--- config.mk ---
export PLATFORM = sky130hd
export DESIGN_NAME = shift_add_mult
export DESIGN_NICKNAME = d
export VERILOG_FILES = /design/src/rtl/shift_add_mult.sv
export SDC_FILE = /design/constraint.sdc
export NUM_CORES = 1
export LEC_CHECK = 0
export ABC_AREA = 1
export CORE_ASPECT_RATIO = 1.1
export CORE_MARGIN = 8
export CORE_UTILIZATION = 35
export CTS_CLUSTER_DIAMETER = 150
export DETAILED_ROUTE_END_ITERATION = 10
export PLACE_DENSITY = 0.53
export SYNTH_ARGS = -nofsm -noshare
export SYNTH_HDL_FRONTEND = slang
export SYNTH_SLANG_ARGS = --single-unit
--- constraint.sdc ---
create_clock -name clk -period 2.1 [get_ports clk]
set_clock_uncertainty 0.2 [all_clocks]
set_input_delay 0.315 -clock clk [delete_from_list [all_inputs] [get_ports clk]]
set_output_delay 0.315 -clock clk [all_outputs]
set_load 0.005 [all_outputs]
--- src/rtl/shift_add_mult.sv ---
// Sequential shift-and-add multiplier, WIDTH x WIDTH -> 2*WIDTH, signed or unsigned operands.
// Latency: WIDTH+3 rising edges from the accepting edge to the done pulse.
// Backpressure: none; start is ignored while busy, and results hold until the next operation finishes.
module shift_add_mult #(
    parameter int WIDTH = 4
) (
    input  logic               clk,
    input  logic               rst_n,
    input  logic               start,
    input  logic               signed_mode,
    input  logic [WIDTH-1:0]   a,
    input  logic [WIDTH-1:0]   b,
    output logic               busy,
    output logic               done,
    output logic [2*WIDTH-1:0] product,
    output logic               overflow
);

    localparam int PW = 2 * WIDTH;
    localparam int CW = $clog2(WIDTH);

    typedef enum logic [2:0] {
        IDLE,
        LOAD,
        RUN,
        FIX,
        DONE
    } state_t;

    state_t          state;
    logic [WIDTH-1:0] a_q;
    logic [WIDTH-1:0] b_q;
    logic             sm_q;
    logic [WIDTH-1:0] mcand;
    logic [WIDTH-1:0] mplier;
    logic             neg;
    logic [PW-1:0]    acc;
    logic [CW-1:0]    cnt;

    logic [WIDTH-1:0] a_mag;
    logic [WIDTH-1:0] b_mag;
    logic [PW-1:0]    partial;
    logic [PW-1:0]    fix_res;
    logic             ovf_u;
    logic             ovf_s;

    // Magnitudes stay WIDTH bits wide: -2^(WIDTH-1) negates to the unsigned value 2^(WIDTH-1).
    always_comb begin
        a_mag   = (sm_q && a_q[WIDTH-1]) ? (~a_q + WIDTH'(1)) : a_q;
        b_mag   = (sm_q && b_q[WIDTH-1]) ? (~b_q + WIDTH'(1)) : b_q;
        partial = {{WIDTH{1'b0}}, mcand} << cnt;
        fix_res = neg ? (~acc + PW'(1)) : acc;
        ovf_u   = |fix_res[PW-1:WIDTH];
        ovf_s   = !((&fix_res[PW-1:WIDTH-1]) || (~|fix_res[PW-1:WIDTH-1]));
    end

    always_ff @(posedge clk or negedge rst_n) begin
        if (!rst_n) begin
            state    <= IDLE;
            busy     <= 1'b0;
            done     <= 1'b0;
            product  <= '0;
            overflow <= 1'b0;
            a_q      <= '0;
            b_q      <= '0;
            sm_q     <= 1'b0;
            mcand    <= '0;
            mplier   <= '0;
            neg      <= 1'b0;
            acc      <= '0;
            cnt      <= '0;
        end else begin
            case (state)
                IDLE, DONE: begin
                    done <= 1'b0;
                    if (start) begin
                        a_q   <= a;
                        b_q   <= b;
                        sm_q  <= signed_mode;
                        busy  <= 1'b1;
                        state <= LOAD;
                    end else begin
                        state <= IDLE;
                    end
                end
                LOAD: begin
                    mcand  <= a_mag;
                    mplier <= b_mag;
                    neg    <= sm_q & (a_q[WIDTH-1] ^ b_q[WIDTH-1]);
                    acc    <= '0;
                    cnt    <= '0;
                    state  <= RUN;
                end
                RUN: begin
                    // Multiplier shifts right so its LSB is always the bit for the current count.
                    if (mplier[0]) begin
                        acc <= acc + partial;
                    end
                    mplier <= mplier >> 1;
                    cnt    <= cnt + CW'(1);
                    if (cnt == CW'(WIDTH - 1)) begin
                        busy  <= 1'b0;
                        state <= FIX;
                    end
                end
                FIX: begin
                    product  <= fix_res;
                    overflow <= sm_q ? ovf_s : ovf_u;
                    done     <= 1'b1;
                    state    <= DONE;
                end
                default: begin
                    busy  <= 1'b0;
                    done  <= 1'b0;
                    state <= IDLE;
                end
            endcase
        end
    end

endmodule
After elaboration in Yosys (flattened, before gate mapping)

Index checks and enable logic that the tools add are counted.

Bits in registers: 42
Input port bits: 12
Latch bits: 0
Memory bits (read-only): 0
Memories: 0
RAM bits: 0
Output and inout port bits: 11
Logic and storage cells: 64

Shift-type cells: 1
Bitwise operators: 6
Add/sub/neg operators: 5
Equality and inequality tests: 8
Div/mod/pow operators: 0
Muxes and demuxes: 15
Multipliers: 0
Reduce and logical (&&, ||, !) cells: 16
Magnitude comparators: 0

Operators by type and width:

| kind                                                            | number |
|---|---|
| 8-bit 2-to-1 mux                                                | 2 |
| 8-bit one-hot mux with 2 select lines                           | 1 |
| 3-bit one-hot mux with 4 select lines                           | 1 |
| 4-bit by 1-bit adder with 4-bit output, second input constant   | 2 |
| 8-bit by 1-bit adder with 8-bit output, second input constant   | 1 |
| 8-bit adder                                                     | 1 |
| 4-bit 2-to-1 mux                                                | 2 |
| 4-bit inverter                                                  | 2 |
| 8-bit inverter                                                  | 1 |
| 4-bit one-hot mux with 2 select lines                           | 1 |
| 4-bit by 2-bit left shift with 8-bit output                     | 1 |
| 3-bit by 2-bit == test with 1-bit output, second input constant | 2 |
| 2-bit inequality test, second input constant                    | 3 |
| 2-bit OR reduction                                              | 3 |
| 5-bit AND reduction                                             | 1 |
| 5-bit OR reduction                                              | 1 |
| 1-bit 2-to-1 mux                                                | 4 |
| 2-bit one-hot mux with 2 select lines                           | 1 |
| 2-bit AND reduction                                             | 2 |
| 4-bit OR reduction                                              | 1 |
| 3-bit by 1-bit == test with 1-bit output, second input constant | 1 |
| 3-bit == test, second input constant                            | 1 |
| 3-bit logical NOT                                               | 1 |
| 3-bit 2-to-1 mux                                                | 1 |
| other kinds (12)                                                | 14 |

Depth between registers and ports, before layout

Word-level depth: 8
Gate-level depth with buffers: 13
Gate-level depth less buffers: 13

Least setup slack after synthesis

No wires, ideal clock.

Path type: flip-flop to flip-flop
Start point: register cnt[0]
End point: register acc[6]
Library setup time: 0.117 ns
Setup slack: 0.064 ns
Period minus slack after synthesis: 2.036 ns
Arrival: 1.718 ns
Data required time: 1.783 ns
Stages on the path, launching flop included: 14
Buffers on the path: 0
Path through: dfrtp_1 > inv_1 > nand2_1 > o21ai_0 > nor2_1 > fa_1 > nand3_1 > nand2_1 > nand2_1 > a21oi_1 > nor2_1 > nand2_1 > nand3_1 > nand2_1

Cells in the longest elaborated chain, start to end: 4

Ends and longest elaborated chain:

| item                                        | RTL line | source |
|---|---|---|
| from (decl)                                 | 38       | `logic [CW-1:0] cnt;` |
| from (signal assigned)                      | 100      | `cnt <= cnt + CW'(1);` |
| 4-bit by 2-bit left shift with 8-bit output | 51       | `partial = {{WIDTH{1'b0}}, mcand} << cnt;` |
| 8-bit adder                                 | 97       | `acc <= acc + partial;` |
| 8-bit 2-to-1 mux                            | 96       | `if (mplier[0]) begin` |
| 8-bit one-hot mux with 2 select lines       | 73       | `case (state)` |
| to (signal assigned)                        | 97       |  |
| to (decl)                                   | 37       | `logic [PW-1:0] acc;` |

No other way between the ends. The select of a mux whose other input is x is not followed.
A chain may end at the register's enable or synchronous reset.

Worst setup path in the final report

Same ends and word-level chain as after synthesis.

==> summary.txt <==
Outcome
  • Status: complete, no violations

Logic synthesis
  • Ys async rst share: 1.00
  • Mapped Cells: between 200 and 300
  • Cell variety after synth: 38
  • EDFF count, synth: 0
  • Share of the synthesized area in the top cell type: 0.442
  • Register area share after synthesis: 0.442
  • Synth Flop Type: dfrtp_1
  • Yosys warning count: 0
  • Area of the mapped netlist: approximately 2400 um^2
  • #FFs+latches synth: 42
  • Most numerous cell in the Yosys netlist: nand2_1
  • Area leader, netlist: dfrtp_1
  • Syn avg cell area: about 8.3 um^2
  • Area contributors post-synth: dfrtp_1 44%, nand2_1 10%, ha_1 5.8%
  • Syn_nets: 310
  • Most frequent cells after synthesis: 64 x nand2_1, 42 x dfrtp_1, 35 x inv_1, 28 x nor2_1, 21 x o21ai_0

Clocking
  • CTS sink cnt: 42
  • Root buf cell: clkbuf_8
  • CTS tree: yes
  • Clock-pin slew on the worst setup and hold paths: ~0.080 ns
  • CTS max path bufs: 2
  • Level count of the clock H-tree: 2
  • CTS Buf Count: 5
  • Clk_lat worst skew: just under 0.3 ns

Routing
  • DRT antenna net count: 0
  • DRT Pass-1 Iters: 4
  • DR vias: between 2000 and 2500
  • DRT Wirelength: 5530 um
  • Drt first-iter violations: 61
  • # DRC: 0
  • Routed WL per cell: approximately 14 um
  • Via density: between 4 and 5

Final layout
  • Filler cell count: roughly 670
  • Layout cells sized above 1: 0.202
  • Multi-input logic area: 1190 um^2
  • Layout Nets: 350
  • Area Overhead vs Synth: 24.0%
  • Antenna diodes: 0
  • Fin util: 0.447
  • Sequential cell area: about 1100 um^2
  • Final design area excluding fillers: around 3000 um^2

Placed design
  • HPWL reported at the end of detailed placement: about 4200 um
  • PortBufs: 22
  • Global placement routability congestion: slightly above 0.9
  • Placed Area: 2730 um^2

Global routing
  • Tot GR Track Use: 0.124
  • Vias in the first global route: 2116
  • Largest net degree at the start of global routing: 24
  • GRT Residual Overflow: 0
  • Initial antenna violation count: 0
  • First-pass GRT wire length: around 9600 um

STA
  • Final worst path period share: 0.985
  • # setup viols final: 0
  • F_max: around 480 MHz
  • Count of final hold-check violations: 0
  • Setup tns final: 0 ns
  • Slew headroom: 0.635
  • Clock period minus worst slack: 2.07 ns
  • Hold Slack: about 0.28 ns
  • Slew Viols, Final: 0
  • Unrepaired setup endpoints after global routing: true
  • Worst slew pin tran: about 0.55 ns

Worst setup path
  • CP startpoint kind: flip-flop
  • Worst r2r src: cnt[0]$_DFFE_PN0N_
  • Critical path arrival: 2.06 ns
  • Worst R2R End: acc[6]$_DFFE_PN0P_
  • R2R Setup Slk: 0.03 ns
  • Crit path max fanout: 7
  • R2R cell count: 13
  • Required @ worst endpoint: approximately 2.1 ns
  • CP Capture Type: flip-flop
  • WS Path Type: flip-flop to flip-flop

Die
  • Initial Util: 0.360
  • Core Box Area: ~6600 um^2
  • FP Rows: 31
  • Ports: 23
  • Die W: 94.6 um
  • Chip height: roughly 100 um
  • Die area: between 9000 and 10000 um^2

Worst hold path
  • WHS Path Cells: 2
  • Worst min path class: flip-flop to flip-flop
  • Hold path start: product[1]$_DFFE_PN0P_
  • Hold endpoint: product[1]$_DFFE_PN0P_

Power and ir drop
  • P_leak: approximately 1.4 nW
  • Pwr Total: 4.52 mW
  • PwrDens: roughly 1500 nW/um^2
  • Peak VDD IR: roughly 600 uV

Job
  • Max Cap Viol: 0
==> cell type report <==
| class | instances | share of cell area |
|---|---|---|
| multi-input cells | 199 | 0.406 |
| flip-flops and latches | 42 | 0.358 |
| repair buffers | 37 | 0.112 |
| inverters | 41 | 0.0539 |
| well taps | 82 | 0.0348 |
| clock buffers | 7 | 0.0259 |
| clock inverters | 1 | 0.0102 |
==> layer usage <==
metal,part of all wire,GRT usage,routed length [um],up-vias
met5,0,0,0,-
li1,-,-,-,1021
met3,0.040,0.0323,219,11
met4,0.017,0.0397,94,0
met2,0.49,0.215,2740,29
met1,0.45,0.145,2480,950
==> flip-flops by register name, indices dropped and copies added (netlist names) <==
register / flops
mplier: 4
b_q: 4
busy: 1
a_q: 4
done: 1
overflow: 1
cnt: 2
sm_q: 1
product: 8
mcand: 4
acc: 8
state: 3
neg: 1
==> stage by stage <==
step	cells	setup slack, ns
after detailed placement	394	-0.0528
final	409	0.0305
after floorplan	286	0.0642
after CTS	404	0.00288
after global placement	394	0.00774
after global routing	409	-0.0975
==> where the power goes <==
group          total [mW]  switching [mW]  internal, mW
clock               0.640           0.283         0.356
sequential           1.45           0.293          1.15
combinational        2.43            1.40          1.03
total                4.52            1.98          2.54
==> cells by family (layout without fill, tap and decap cells) <==
kind of cell	Yosys count	in the layout	synth area share
adders and majority gates	12	12	0.0664
muxes	3	3	0.0137
AOI/OAI and AO/OA	57	57	0.147
DFF	42	42	0.442
xor gates and xnor gates	2	2	0.00737
and+or+nand+nor	125	125	0.245
buffers and inverters	45	86	0.0779
==> cell usage in the layout (no fill, tap or decap), types with 6 or more instances in the layout <==
cell type | synthesis | routed
nand2_2 | 1 | 6
nand3_1 | 18 | 17
o21ai_0 | 21 | 15
o21ai_1 | 2 | 6
nor2_1 | 28 | 26
inv_1 | 35 | 31
clkdlybuf4s50_1 | 0 | 21
nand2_1 | 64 | 59
dfrtp_1 | 42 | 40
buf_4 | 1 | 14
inv_2 | 5 | 8
ha_1 | 11 | 10
a21oi_1 | 15 | 11
==> timing repair <==
action	in CTS	in global routing
pin swaps	1	8
gates resized for setup	4	26
hold buffers	1	0
endpoints found under the hold margin	21	0
setup buffers	1	5
setup endpoints to repair	1	4
==> worst max-delay path: stages, from the launching register on <==
cell,delay [ns]
dfrtp_2,0.44
inv_4,0.11
nand2_2,0.06
o21ai_2,0.07
mux2i_1,0.10
ha_1,0.33
a21oi_1,0.16
nand2_1,0.10
nand2_2,0.08
a21oi_2,0.06
nor2_1,0.08
nand2_1,0.06
nand3_1,0.07
nand2_1,0.05
==> how the worst max path moves through the flow <==
stage / start / end / slack [ns] / depth (start not counted)
detailed placement: cnt[0]$_DFFE_PN0N_ / acc[6]$_DFFE_PN0P_ / -0.05 / 12
global placement: cnt[0]$_DFFE_PN0N_ / acc[6]$_DFFE_PN0P_ / 0.008 / 12
floorplan: cnt[0]$_DFFE_PN0N_ / acc[6]$_DFFE_PN0P_ / 0.06 / 13
global route: cnt[0]$_DFFE_PN0N_ / acc[6]$_DFFE_PN0P_ / -0.1 / 13
CTS: cnt[1]$_DFFE_PN0N_ / acc[6]$_DFFE_PN0P_ / 0.003 / 11
finish: cnt[0]$_DFFE_PN0N_ / acc[6]$_DFFE_PN0P_ / 0.03 / 13
Power figures use the tool's default switching activity.
